===== config.mk =====
export PLATFORM = sky130hd
export DESIGN_NAME = io_read_arbiter
export DESIGN_NICKNAME = d
export VERILOG_FILES = /design/src/rtl/io_arb_pkg.sv /design/src/rtl/rr_arb2.sv /design/src/rtl/io_read_arbiter.sv
export SDC_FILE = /design/constraint.sdc
export NUM_CORES = 1
export LEC_CHECK = 0
export CELL_PAD_IN_SITES_DETAIL_PLACEMENT = 1
export CELL_PAD_IN_SITES_GLOBAL_PLACEMENT = 2
export CORE_MARGIN = 5
export CORE_UTILIZATION = 21
export CTS_BUF_LIST = sky130_fd_sc_hd__clkbuf_4 sky130_fd_sc_hd__clkbuf_8
export CTS_CLUSTER_SIZE = 28
export DETAILED_ROUTE_END_ITERATION = 10
export PLACE_DENSITY = 0.8
export SLEW_MARGIN = 10
export SYNTH_ARGS = -nofsm -noshare
export SYNTH_HDL_FRONTEND = slang
export SYNTH_SLANG_ARGS = --single-unit
export TNS_END_PERCENT = 100

===== constraint.sdc =====
create_clock -name clk -period 4.4 [get_ports clk]
set_input_delay 0.88 -clock clk [delete_from_list [all_inputs] [get_ports clk]]
set_output_delay 0.88 -clock clk [all_outputs]
set_load 0.01 [all_outputs]

===== src/rtl/io_arb_pkg.sv =====
// Shared types and helpers for the two-client DMem read arbiter.
// Holds the FSM state encoding, the client count and the burst-length clamp.
package io_arb_pkg;

  localparam int NUM_CLIENTS = 2;

  typedef enum logic [1:0] {
    ST_IDLE = 2'b00,
    ST_ADDR = 2'b01,
    ST_DATA = 2'b10
  } arb_state_e;

  // A zero length still moves one beat; anything at or above the cap is trimmed to the cap.
  function automatic logic [31:0] eff_beats(input logic [31:0] len, input logic [31:0] max_len);
    if (len == 32'd0)
      return 32'd1;
    else if (len < max_len)
      return len;
    else
      return max_len;
  endfunction

endpackage


===== src/rtl/rr_arb2.sv =====
// Two-way round-robin pick: with both requesting, the client not granted last wins.
// last is one-hot for the previous owner; the output gnt is one-hot or zero.
module rr_arb2 (
  input  logic [1:0] req,
  input  logic [1:0] last,
  output logic [1:0] gnt
);

  always_comb begin
    gnt = 2'b00;
    if (req == 2'b11)
      gnt = last[0] ? 2'b10 : 2'b01;
    else
      gnt = req;
  end

endmodule


===== src/rtl/io_read_arbiter.sv =====
// Arbitrates two read clients onto a single DMem IO controller port, one burst at a time.
// The winner's address and response channels are routed combinationally while it owns the port.
//
// state | meaning
// IDLE  | no owner; a winner is registered when any client asks
// ADDR  | winner's address request is presented downstream until it fires
// DATA  | responses routed to the winner until the clamped beat count is reached
module io_read_arbiter
  import io_arb_pkg::*;
#(
  parameter int AWIDTH        = 32,
  parameter int DWIDTH        = 32,
  parameter int MAX_BURST_LEN = 8
) (
  input  logic              clk,
  input  logic              rst_n,

  input  logic [AWIDTH-1:0] c0_req_read_addr,
  input  logic              c0_req_read_addr_valid,
  output logic              c0_req_read_addr_ready,
  input  logic [31:0]       c0_req_read_len,
  output logic [DWIDTH-1:0] c0_resp_read_data,
  output logic              c0_resp_read_data_valid,
  input  logic              c0_resp_read_data_ready,

  input  logic [AWIDTH-1:0] c1_req_read_addr,
  input  logic              c1_req_read_addr_valid,
  output logic              c1_req_read_addr_ready,
  input  logic [31:0]       c1_req_read_len,
  output logic [DWIDTH-1:0] c1_resp_read_data,
  output logic              c1_resp_read_data_valid,
  input  logic              c1_resp_read_data_ready,

  output logic [AWIDTH-1:0] m_req_read_addr,
  output logic [31:0]       m_req_read_len,
  output logic              m_req_read_addr_valid,
  input  logic              m_req_read_addr_ready,
  input  logic [DWIDTH-1:0] m_resp_read_data,
  input  logic              m_resp_read_data_valid,
  output logic              m_resp_read_data_ready,

  output logic [1:0]        grant,
  output logic              busy
);

  localparam logic [31:0] MAX_BEATS = 32'(MAX_BURST_LEN);

  arb_state_e             state_q, state_d;
  logic [1:0]             win_q, win_d;
  logic [1:0]             last_q, last_d;
  logic [31:0]            beats_q, beats_d;
  logic [31:0]            cnt_q, cnt_d;
  logic [NUM_CLIENTS-1:0] req_vec;
  logic [1:0]             rr_gnt;
  logic                   sel;
  logic                   sel_addr_valid;
  logic                   sel_resp_ready;
  logic [31:0]            sel_len;

  assign req_vec = {c1_req_read_addr_valid, c0_req_read_addr_valid};
  assign sel     = win_q[1];

  rr_arb2 u_rr (
    .req  (req_vec),
    .last (last_q),
    .gnt  (rr_gnt)
  );

  // last_q resets to "c1 served last" so c0 wins the first tie.
  always_ff @(posedge clk or negedge rst_n) begin
    if (!rst_n) begin
      state_q <= ST_IDLE;
      win_q   <= 2'b00;
      last_q  <= 2'b10;
      beats_q <= 32'd0;
      cnt_q   <= 32'd0;
    end else begin
      state_q <= state_d;
      win_q   <= win_d;
      last_q  <= last_d;
      beats_q <= beats_d;
      cnt_q   <= cnt_d;
    end
  end

  always_comb begin
    state_d = state_q;
    win_d   = win_q;
    last_d  = last_q;
    beats_d = beats_q;
    cnt_d   = cnt_q;

    m_req_read_addr         = '0;
    m_req_read_len          = '0;
    m_req_read_addr_valid   = 1'b0;
    m_resp_read_data_ready  = 1'b0;
    c0_req_read_addr_ready  = 1'b0;
    c1_req_read_addr_ready  = 1'b0;
    c0_resp_read_data       = '0;
    c1_resp_read_data       = '0;
    c0_resp_read_data_valid = 1'b0;
    c1_resp_read_data_valid = 1'b0;

    sel_addr_valid = sel ? c1_req_read_addr_valid  : c0_req_read_addr_valid;
    sel_resp_ready = sel ? c1_resp_read_data_ready : c0_resp_read_data_ready;
    sel_len        = sel ? c1_req_read_len         : c0_req_read_len;

    unique case (state_q)
      ST_IDLE: begin
        if (|req_vec) begin
          win_d   = rr_gnt;
          state_d = ST_ADDR;
        end
      end
      ST_ADDR: begin
        m_req_read_addr       = sel ? c1_req_read_addr : c0_req_read_addr;
        m_req_read_len        = sel_len;
        m_req_read_addr_valid = sel_addr_valid;
        if (sel) c1_req_read_addr_ready = m_req_read_addr_ready;
        else     c0_req_read_addr_ready = m_req_read_addr_ready;
        if (sel_addr_valid && m_req_read_addr_ready) begin
          beats_d = eff_beats(sel_len, MAX_BEATS);
          cnt_d   = 32'd0;
          state_d = ST_DATA;
        end
      end
      ST_DATA: begin
        m_resp_read_data_ready = sel_resp_ready;
        if (sel) begin
          c1_resp_read_data       = m_resp_read_data;
          c1_resp_read_data_valid = m_resp_read_data_valid;
        end else begin
          c0_resp_read_data       = m_resp_read_data;
          c0_resp_read_data_valid = m_resp_read_data_valid;
        end
        if (m_resp_read_data_valid && sel_resp_ready) begin
          cnt_d = cnt_q + 32'd1;
          if (cnt_q == beats_q - 32'd1) begin
            last_d  = win_q;
            state_d = ST_IDLE;
          end
        end
      end
      default: state_d = ST_IDLE;
    endcase
  end

  assign grant = (state_q == ST_IDLE) ? 2'b00 : win_q;
  assign busy  = (state_q != ST_IDLE);

endmodule

[After elaboration in Yosys (flattened, before gate mapping)]
Cells that the tools add are included.
Storage, ports and cells
  register bits after elaboration: 69
Operators by class
  add/sub/neg operators: 2
  order comparisons: 1
  equality and inequality tests: 8
  mux-type cells: 33
  reduce and logical (&&, ||, !) cells: 12
Operators with widths (number)
  2-to-1 mux 32 bit: 12
  case mux 32 bit (2 select lines): 1
  adder 32 x 1 -> 32 bit (second input constant): 1
  == test 32 bit: 1
  logical NOT 32 bit: 1
  < comparator 32 x 4 -> 1 bit (second input constant): 1
  subtractor 32 x 1 -> 32 bit (second input constant): 1
  2-to-1 mux 2 bit: 7
  2-to-1 mux 1 bit: 12
  != test 2 bit (second input constant): 4
  case mux 2 bit (3 select lines): 1
  AND reduction 3 bit: 2
  == test 2 bit (second input constant): 2
  AND reduction 2 bit: 2
  AND reduction 4 bit: 1
  nonzero test 2 bit: 2
  == test 2 x 1 -> 1 bit (second input constant): 1
  logical AND 1 bit: 2
  logical NOT 2 bit: 1
  OR reduction 2 bit: 1

[Depth between registers and ports, before layout]
Gate-level depths: netlist of the first run.
  depth after elaboration: 5
  mapped depth: 11
  mapped depth without buffers: 10

[Hierarchy]
A second synthesis of the first run with hierarchy kept.
Second synthesis, totals
  cell total of the unflattened synthesis: 708
  area, all modules: 5885.6 µm²
By module, submodules not included
  io_read_arbiter: times used 1, cells each 705, area each 5866.9 µm²
  rr_arb2: times used 1, cells each 3, area each 18.8 µm²

[Worst setup path before layout of the first run]
No wires, ideal clock.
  kind: flip-flop to flip-flop
  start point: register beats_q[0]
  end point: register last_q[0]
  arrival: 2.976 ns
  path slack: 1.297 ns
  stages on the path, launching flop included: 12
  clock period less this slack: 3.103 ns
  path through: dfrtp_1 inv_1 ha_1 or4b_1 buf_2 or4_4 nor3_4 nand4_1 a211oi_1 nand4b_1 nor3_2 mux2_1
On the way
  cells in the longest elaborated chain, start to end: 3
RTL lines
  start, declared: line io_read_arbiter.sv:51  | logic [31:0] beats_q, beats_d;
  start signal, assigned: line io_read_arbiter.sv:81  | beats_q <= beats_d;
  subtractor 32 x 1 -> 32 bit: line io_read_arbiter.sv:138  | if (cnt_q == beats_q - 32'd1) begin
  == test 32 bit: line io_read_arbiter.sv:138
  AND reduction 3 bit (no line)
  end signal, assigned: line io_read_arbiter.sv:80  | last_q <= last_d;
  end, declared: line io_read_arbiter.sv:50  | logic [1:0] last_q, last_d;
No other way between the ends.
A chain may end at the register's enable or synchronous reset.

[Worst setup path in the final report of the first run]
Same ends and word-level chain as after synthesis.

==> results of run 1 <==
-- logic make-up after synthesis --
kind of cell,Yosys count
and+or+nand+nor,360
muxes,72
DFF,69
xor gates and xnor gates,66
AOI/OAI and AO/OA,53
buffers and inverters,49
adders and majority gates,2
-- final cells by class --
type,instances,area share (%)
diodes,1,0.0274
well taps,335,4.59
inverters,10,0.411
multi-input cells,553,39.8
clock inverters,4,0.521
clock buffers,11,1.66
repair buffers,312,34.1
flip-flops and latches,69,19.0
-- cells in the final DEF, fill, tap and decap left out, drive strengths merged, types with 16 or more instances in the layout --
master and instances:
and2 36, and3 39, clkdlybuf4s50 303, dfrtp 69, mux2i 68, nand2 24, nor2 122, nor2b 34
nor3 16, nor4 27, xnor2 38, xor2 28
-- worst paths after layout --
path / to / cells past startpoint / from / slack [ns]
setup / recovery: last_q[0] / 10 / beats_q[0] / 0.88
hold / removal: beats_q[31] / 1 / beats_q[31] / 0.54
setup reg to reg: last_q[0] / 10 / beats_q[0] / 0.88
hold reg to reg: beats_q[31] / 1 / beats_q[31] / 0.54
max in group asynchronous: win_q[1] / 1 / rst_n / 3.07
min in group asynchronous: cnt_q[24] / 1 / rst_n / 0.64
-- routing by layer --
layer	up-vias	wire length (um)	track usage (%)	part of all wire, %
met3	20	1640	5.17	6.5
met2	164	13400	29.2	53
met1	2868	9620	18.3	38
met4	0	424	4.00	1.7
met5	-	0	0	0
li1	2917	-	-	-
-- stage by stage --
stage	total power [mW]	cell area [sq um]	cells	hold WS, ns	setup WS, ns
final	3.36	9130	1295	0.535	0.881
after global routing	3.56	9130	1294	0.545	0.663
after CTS	3.42	9130	1294	0.532	0.871
after detailed placement	2.86	8930	1279	0.512	0.515
after global placement	2.88	8930	1279	0.513	0.585
after floorplan	1.67	5540	671	0.448	1.30
-- registers in the layout, indices dropped and copies added, names as in the netlist --
register and flops:
cnt_q 32, win_q 2, beats_q 32, last_q 1, state_q 2
-- worst register-to-register path, stage by stage (launching register included) --
cell and delay [ns]:
dfrtp_1 0.45, inv_1 0.11, ha_1 0.28, or4b_1 0.62, or4_4 0.58, nor3_4 0.23, nand4_1 0.12, a211oi_1 0.27
nand4b_1 0.21, nor3_2 0.21, mux2_1 0.33
-- report_power, final --
part           total (mW)  switching, mW  internal (mW)
logic                2.06           1.00           1.06
registers           0.756         0.0969          0.659
clock network       0.540          0.252          0.288
-- synthesized netlist by cell type, drive strengths merged, types with 2 or more instances --
master / number / area (sq um)
nor2: 122 / 458
dfrtp: 69 / 1730
mux2i: 68 / 681
and3: 39 / 244
xnor2: 38 / 333
and2: 36 / 225
nor2b: 34 / 213
clkbuf: 31 / 116
xor2: 28 / 245
nor4: 27 / 169
nand2: 24 / 90.1
nor3: 16 / 101
nand3: 15 / 75.1
o21ai: 13 / 65.1
inv: 10 / 37.5
or3: 10 / 62.6
or4: 10 / 86.3
nand4: 9 / 56.3
a21oi: 8 / 40.0
buf: 8 / 40.0
nand2b: 5 / 31.3
a211oi: 4 / 30.0
mux2: 4 / 45.0
o2111ai: 3 / 26.3
o22ai: 3 / 18.8
or2: 3 / 18.8
a211o: 2 / 18.8
a22o: 2 / 17.5
a31oi: 2 / 12.5
ha: 2 / 25.0
nand4b: 2 / 17.5
nor4bb: 2 / 20.0
o31ai: 2 / 15.0
o41ai: 2 / 17.5
==> summary.md, run 1 <==
| Metric | Value |
|---|---|
| Final hold violation count | 0 |
| Hold buffer count at cts | 0 |
| CP peak stage delay | 0.62 ns |
| Worst EP arrival | 3.76 ns |
| CTS Buf Count | 9 |
| Largest net degree at the start of global routing | 70 |
| Compound-Gate Fraction of Synth Area | 6.68% |
| Status | finished, final reports clean |
| FF+latch area | 1730 sq um |
| Synth Area in XOR/XNOR | 10.4% |
| RD Place Congestion | 0.820 |
| Final nets | 1125 |
| Period utilization | 80.0% |
| CTS H-tree lvls | 3 |
| VDD IR max | 0.000288 V |
| Worst Hold Class | flip-flop to flip-flop |
| CP max stage cell | or4b_1 |
| Post-CTS Setup Repair Bufs | 0 |
| Area grow syn2layout | 64.7% |
| Initial antenna violation count | 1 |
| Setup TNS | 0 ns |
| Routed wire length | 25100 um |
| Main combinational cell family by area after synthesis | simple AND/OR/NAND/NOR gates |
| Max clock buf depth | 2 |
| Final ANT Viol Nets | 0 |
| Setup violators final | 0 |
| HPWL Detailed | 20600 um |
| Grt ovf | 0 |
| Worst-skew pair later-pin latency | 0.37 ns |
| Drt first pass iters | 4 |
| Crit-path cells | inv_1 -> ha_1 -> or4b_1 -> or4_4 -> nor3_4 -> nand4_1 -> a211oi_1 -> nand4b_1 -> nor3_2 -> mux2_1 |
| Dominant synthesized flop cell | dfrtp_1 |
| DR vias | 5969 |
| Syn nets | 841 |
| Utilization after layout | 35.0% |
| Crit end category | flip-flop |
| Post-synth cell types | 60 |
| Port bufs | 304 |
| Worst path bufs/invs | 1 |
| Post-synthesis sequential area ratio | 31.2% |
| Max-cap viol count | 0 |
| Max frequency | 284 MHz |
| Actual slew at the worst max-slew pin | 0.900 ns |
| Die Width | 172 um |
| Max Slew Vio Count | 0 |
| Syn Area/Cell | 8.26 sq um |
| Post-Synth Adder-Cell Area | 0.451% |
| Post-layout min period | 3.52 ns |
| WS Path Type | flip-flop to flip-flop |
| Initial DRC count | 192 |
| Relative slew slack | 40.0% |
| Critical path's top delay family | simple AND/OR/NAND/NOR gates |
| Root buffer cell | clkbuf_8 |
| Die Ht | 172 um |
| Gr usage total | 16.1% |
| Vias in the first global route | 6453 |
| First-pass GRT wire length | 37200 um |
| DRC viols | 0 |
| Synth Area in Simple Gates | 34.7% |
| Post-Syn Area | 5540 sq um |
| Initial Util | 21.3% |
| Die area | 29700 sq um |
| Clock slew at reported path FFs | 0.08 ns |
| CP startpoint kind | flip-flop |
| Mapped Cells | 671 |
| Io pins | 305 |
| Pwr dens | 368 nW/um^2 |
| Multiplexer area fraction after synthesis | 13.1% |
| Row count | 59 |
| Critical path required time | 4.64 ns |
| Worst-path maximum fanout | 8 |
| Area of the multi-input gates | 3630 sq um |
| Pleak | 3.81 nW |
| FF+latch count, synth | 69 |
| Clock sinks | 69 |
| Clk_skew | 0.0129 ns |
| # fillers | 3078 |
| YS warnings | 0 |
| Layout cell share with drive strength beyond 1 | 4.28% |
| Via density | 4.61 |
| Unrepaired setup endpoints after global routing | false |
| WL per Instance | 19.4 um |
| EDFF count, synth | 0 |
| Core ar. | 26100 sq um |
| TritonCTS clock tree | done |
| Post-CTS resize count | 0 |
| Asr flop ratio synth | 100% |
No activity file was read; power rests on OpenSTA's default activity.
==> inputs of run 2 (changes only) <==
CORE_UTILIZATION = 19   (was 21)
PLACE_DENSITY = 0.76   (was 0.8)
clock period = 3.1 ns   (was 4.4 ns; I/O delays follow)
==> summary.md, run 2 (synthesized netlist as in run 1, its figures left out) <==
| Metric | Value |
|---|---|
| Status | finished, final reports clean |
| Final ANT Viol Nets | 0 |
| Max-cap viol count | 0 |
| Worst setup path start | beats_q[17] |
| Drt first pass iters | 4 |
| Placed Instance Area | 9240 sq um |
| CP startpoint kind | flip-flop |
| # fillers | 3345 |
| Max Slew Vio Count | 0 |
| Max frequency | 334 MHz |
| Final worst-path setup slack | 0.108 ns |
| Clock slew at reported path FFs | 0.08 ns |
| Initial antenna violation count | 0 |
| WS Path Type | flip-flop to flip-flop |
| Final nets | 1156 |
| Hold_ws | 0.382 ns |
| WL per Instance | 18.9 um |
| Actual slew at the worst max-slew pin | 0.904 ns |
| Pwr dens | 509 nW/um^2 |
| Initial Util | 19.3% |
| Clk_skew | 0.0119 ns |
| Worst Hold Class | input port to async pin |
| Worst Setup EP | last_q[0] |
| Hold buffer count at cts | 0 |
| RD Place Congestion | 0.826 |
| Clock sinks | 69 |
| R2R Setup Slk | 0.11 ns |
| Max clock buf depth | 2 |
| Pleak | 3.99 nW |
| Setup violators final | 0 |
| Reg2reg end | last_q[0] |
| Die area | 32700 sq um |
| Die Ht | 181 um |
| Worst reg2reg path depth | 9 |
| Io pins | 305 |
| First-pass GRT wire length | 39400 um |
| DR vias | 6146 |
| HPWL Detailed | 21500 um |
| Commonest cells after routing, fill and taps aside | clkdlybuf4s50_1 (303), nor2_1 (122), mux2i_1 (68), dfrtp_1 (68), and3_1 (39) |
| Post-layout min period | 2.99 ns |
| VDD IR max | 0.000297 V |
| Leading registers by flop count | beats_q: 32 flops, cnt_q: 32 flops |
| Root buffer cell | clkbuf_8 |
| Critical path required time | 3.36 ns |
| Area grow syn2layout | 71.2% |
| Area of the multi-input gates | 3680 sq um |
| Gr usage total | 15.4% |
| Vias in the first global route | 6657 |
| Post-CTS Setup Repair Bufs | 0 |
| CTS H-tree lvls | 3 |
| CTS Buf Count | 9 |
| Worst-skew pair later-pin latency | 0.37 ns |
| Largest net degree at the start of global routing | 70 |
| Crit end category | flip-flop |
| Period utilization | 96.5% |
| Setup TNS | 0 ns |
| Relative slew slack | 39.7% |
| Fin area | 9490 sq um |
| Row count | 62 |
| Reg2reg start | beats_q[17] |
| Via density | 4.47 |
| Final hold violation count | 0 |
| Worst-path maximum fanout | 5 |
| Layout cell share with drive strength beyond 1 | 8.38% |
| Routed wire length | 25900 um |
| Worst EP arrival | 3.25 ns |
| FF+latch area | 1730 sq um |
| Most common cell after layout, fill and taps aside | clkdlybuf4s50_1 |
| DRC viols | 0 |
| Port bufs | 304 |
| Die Width | 181 um |
| TritonCTS clock tree | done |
| Unrepaired setup endpoints after global routing | false |
| Placement Setup Slack | 0.00854 ns |
| ANT cells | 0 |
| Initial DRC count | 212 |
| Core ar. | 28800 sq um |
| Grt ovf | 0 |
run 2: changes by cell type in the layout (fill, tap and decap cells not counted), moves of 2 or more:
cell and change:
clkbuf_4 +2, buf_4 +30, nor4_2 +3, nor4_1 -3
run 2: per-stage QoR:
stage,instances,utilization [%],power (mW)
6_report,1375,33.0,4.83
5_1_grt,1375,33.0,5.14
4_1_cts,1375,32.8,4.93
3_5_place_dp,1359,32.1,4.14
3_3_place_gp,1359,32.1,4.15
2_1_floorplan,671,-,2.37
run 2: worst max-delay path, stage by stage, from the launching register on:
cell and delay [ns]:
dfrtp_1 0.38, or4_4 0.60, nor4_1 0.35, buf_4 0.19, or4bb_1 0.42, o21bai_1 0.18
nand2_1 0.11, nand4b_1 0.14, nor3_2 0.18, mux2_1 0.33
run 2: report_power, final:
part | internal, mW | switching, mW
clock | 0.409 | 0.349
combinational | 1.55 | 1.52
sequential | 0.937 | 0.0593
run 2: how the worst min path moves through the flow:
stage	from	endpoint	cells after the start	slack, ns
final	rst_n	cnt_q[30]	1	0.38
after global routing	rst_n	cnt_q[12]	1	0.41
after CTS	rst_n	cnt_q[29]	1	0.40
after detailed placement	last_q[0]	last_q[0]	1	0.48
after global placement	last_q[0]	last_q[0]	1	0.48
after floorplan	rst_n	beats_q[0]	0	0.32
run 2: what timing repair did:
action | in CTS | in global routing
pin swaps | 0 | 5
endpoints found under the setup margin | 1 | 1
resized for setup | 1 | 8
cloned | 0 | 0
run 2: area by class of cell:
| class | instances | area share (%) |
|---|---|---|
| multi-input cells | 553 | 38.8 |
| repair buffers | 343 | 35.4 |
| inverters | 10 | 0.396 |
| clock buffers | 12 | 1.61 |
| well taps | 384 | 5.06 |
| flip-flops and latches | 69 | 18.2 |
| clock inverters | 4 | 0.501 |
run 2: metal layers:
metal	GRT usage, %	vias up	routed length [um]
li1	-	2985	-
met1	17.4	2957	10300
met5	0	-	0
met2	28.2	182	13500
met4	3.72	0	458
met3	4.65	22	1730
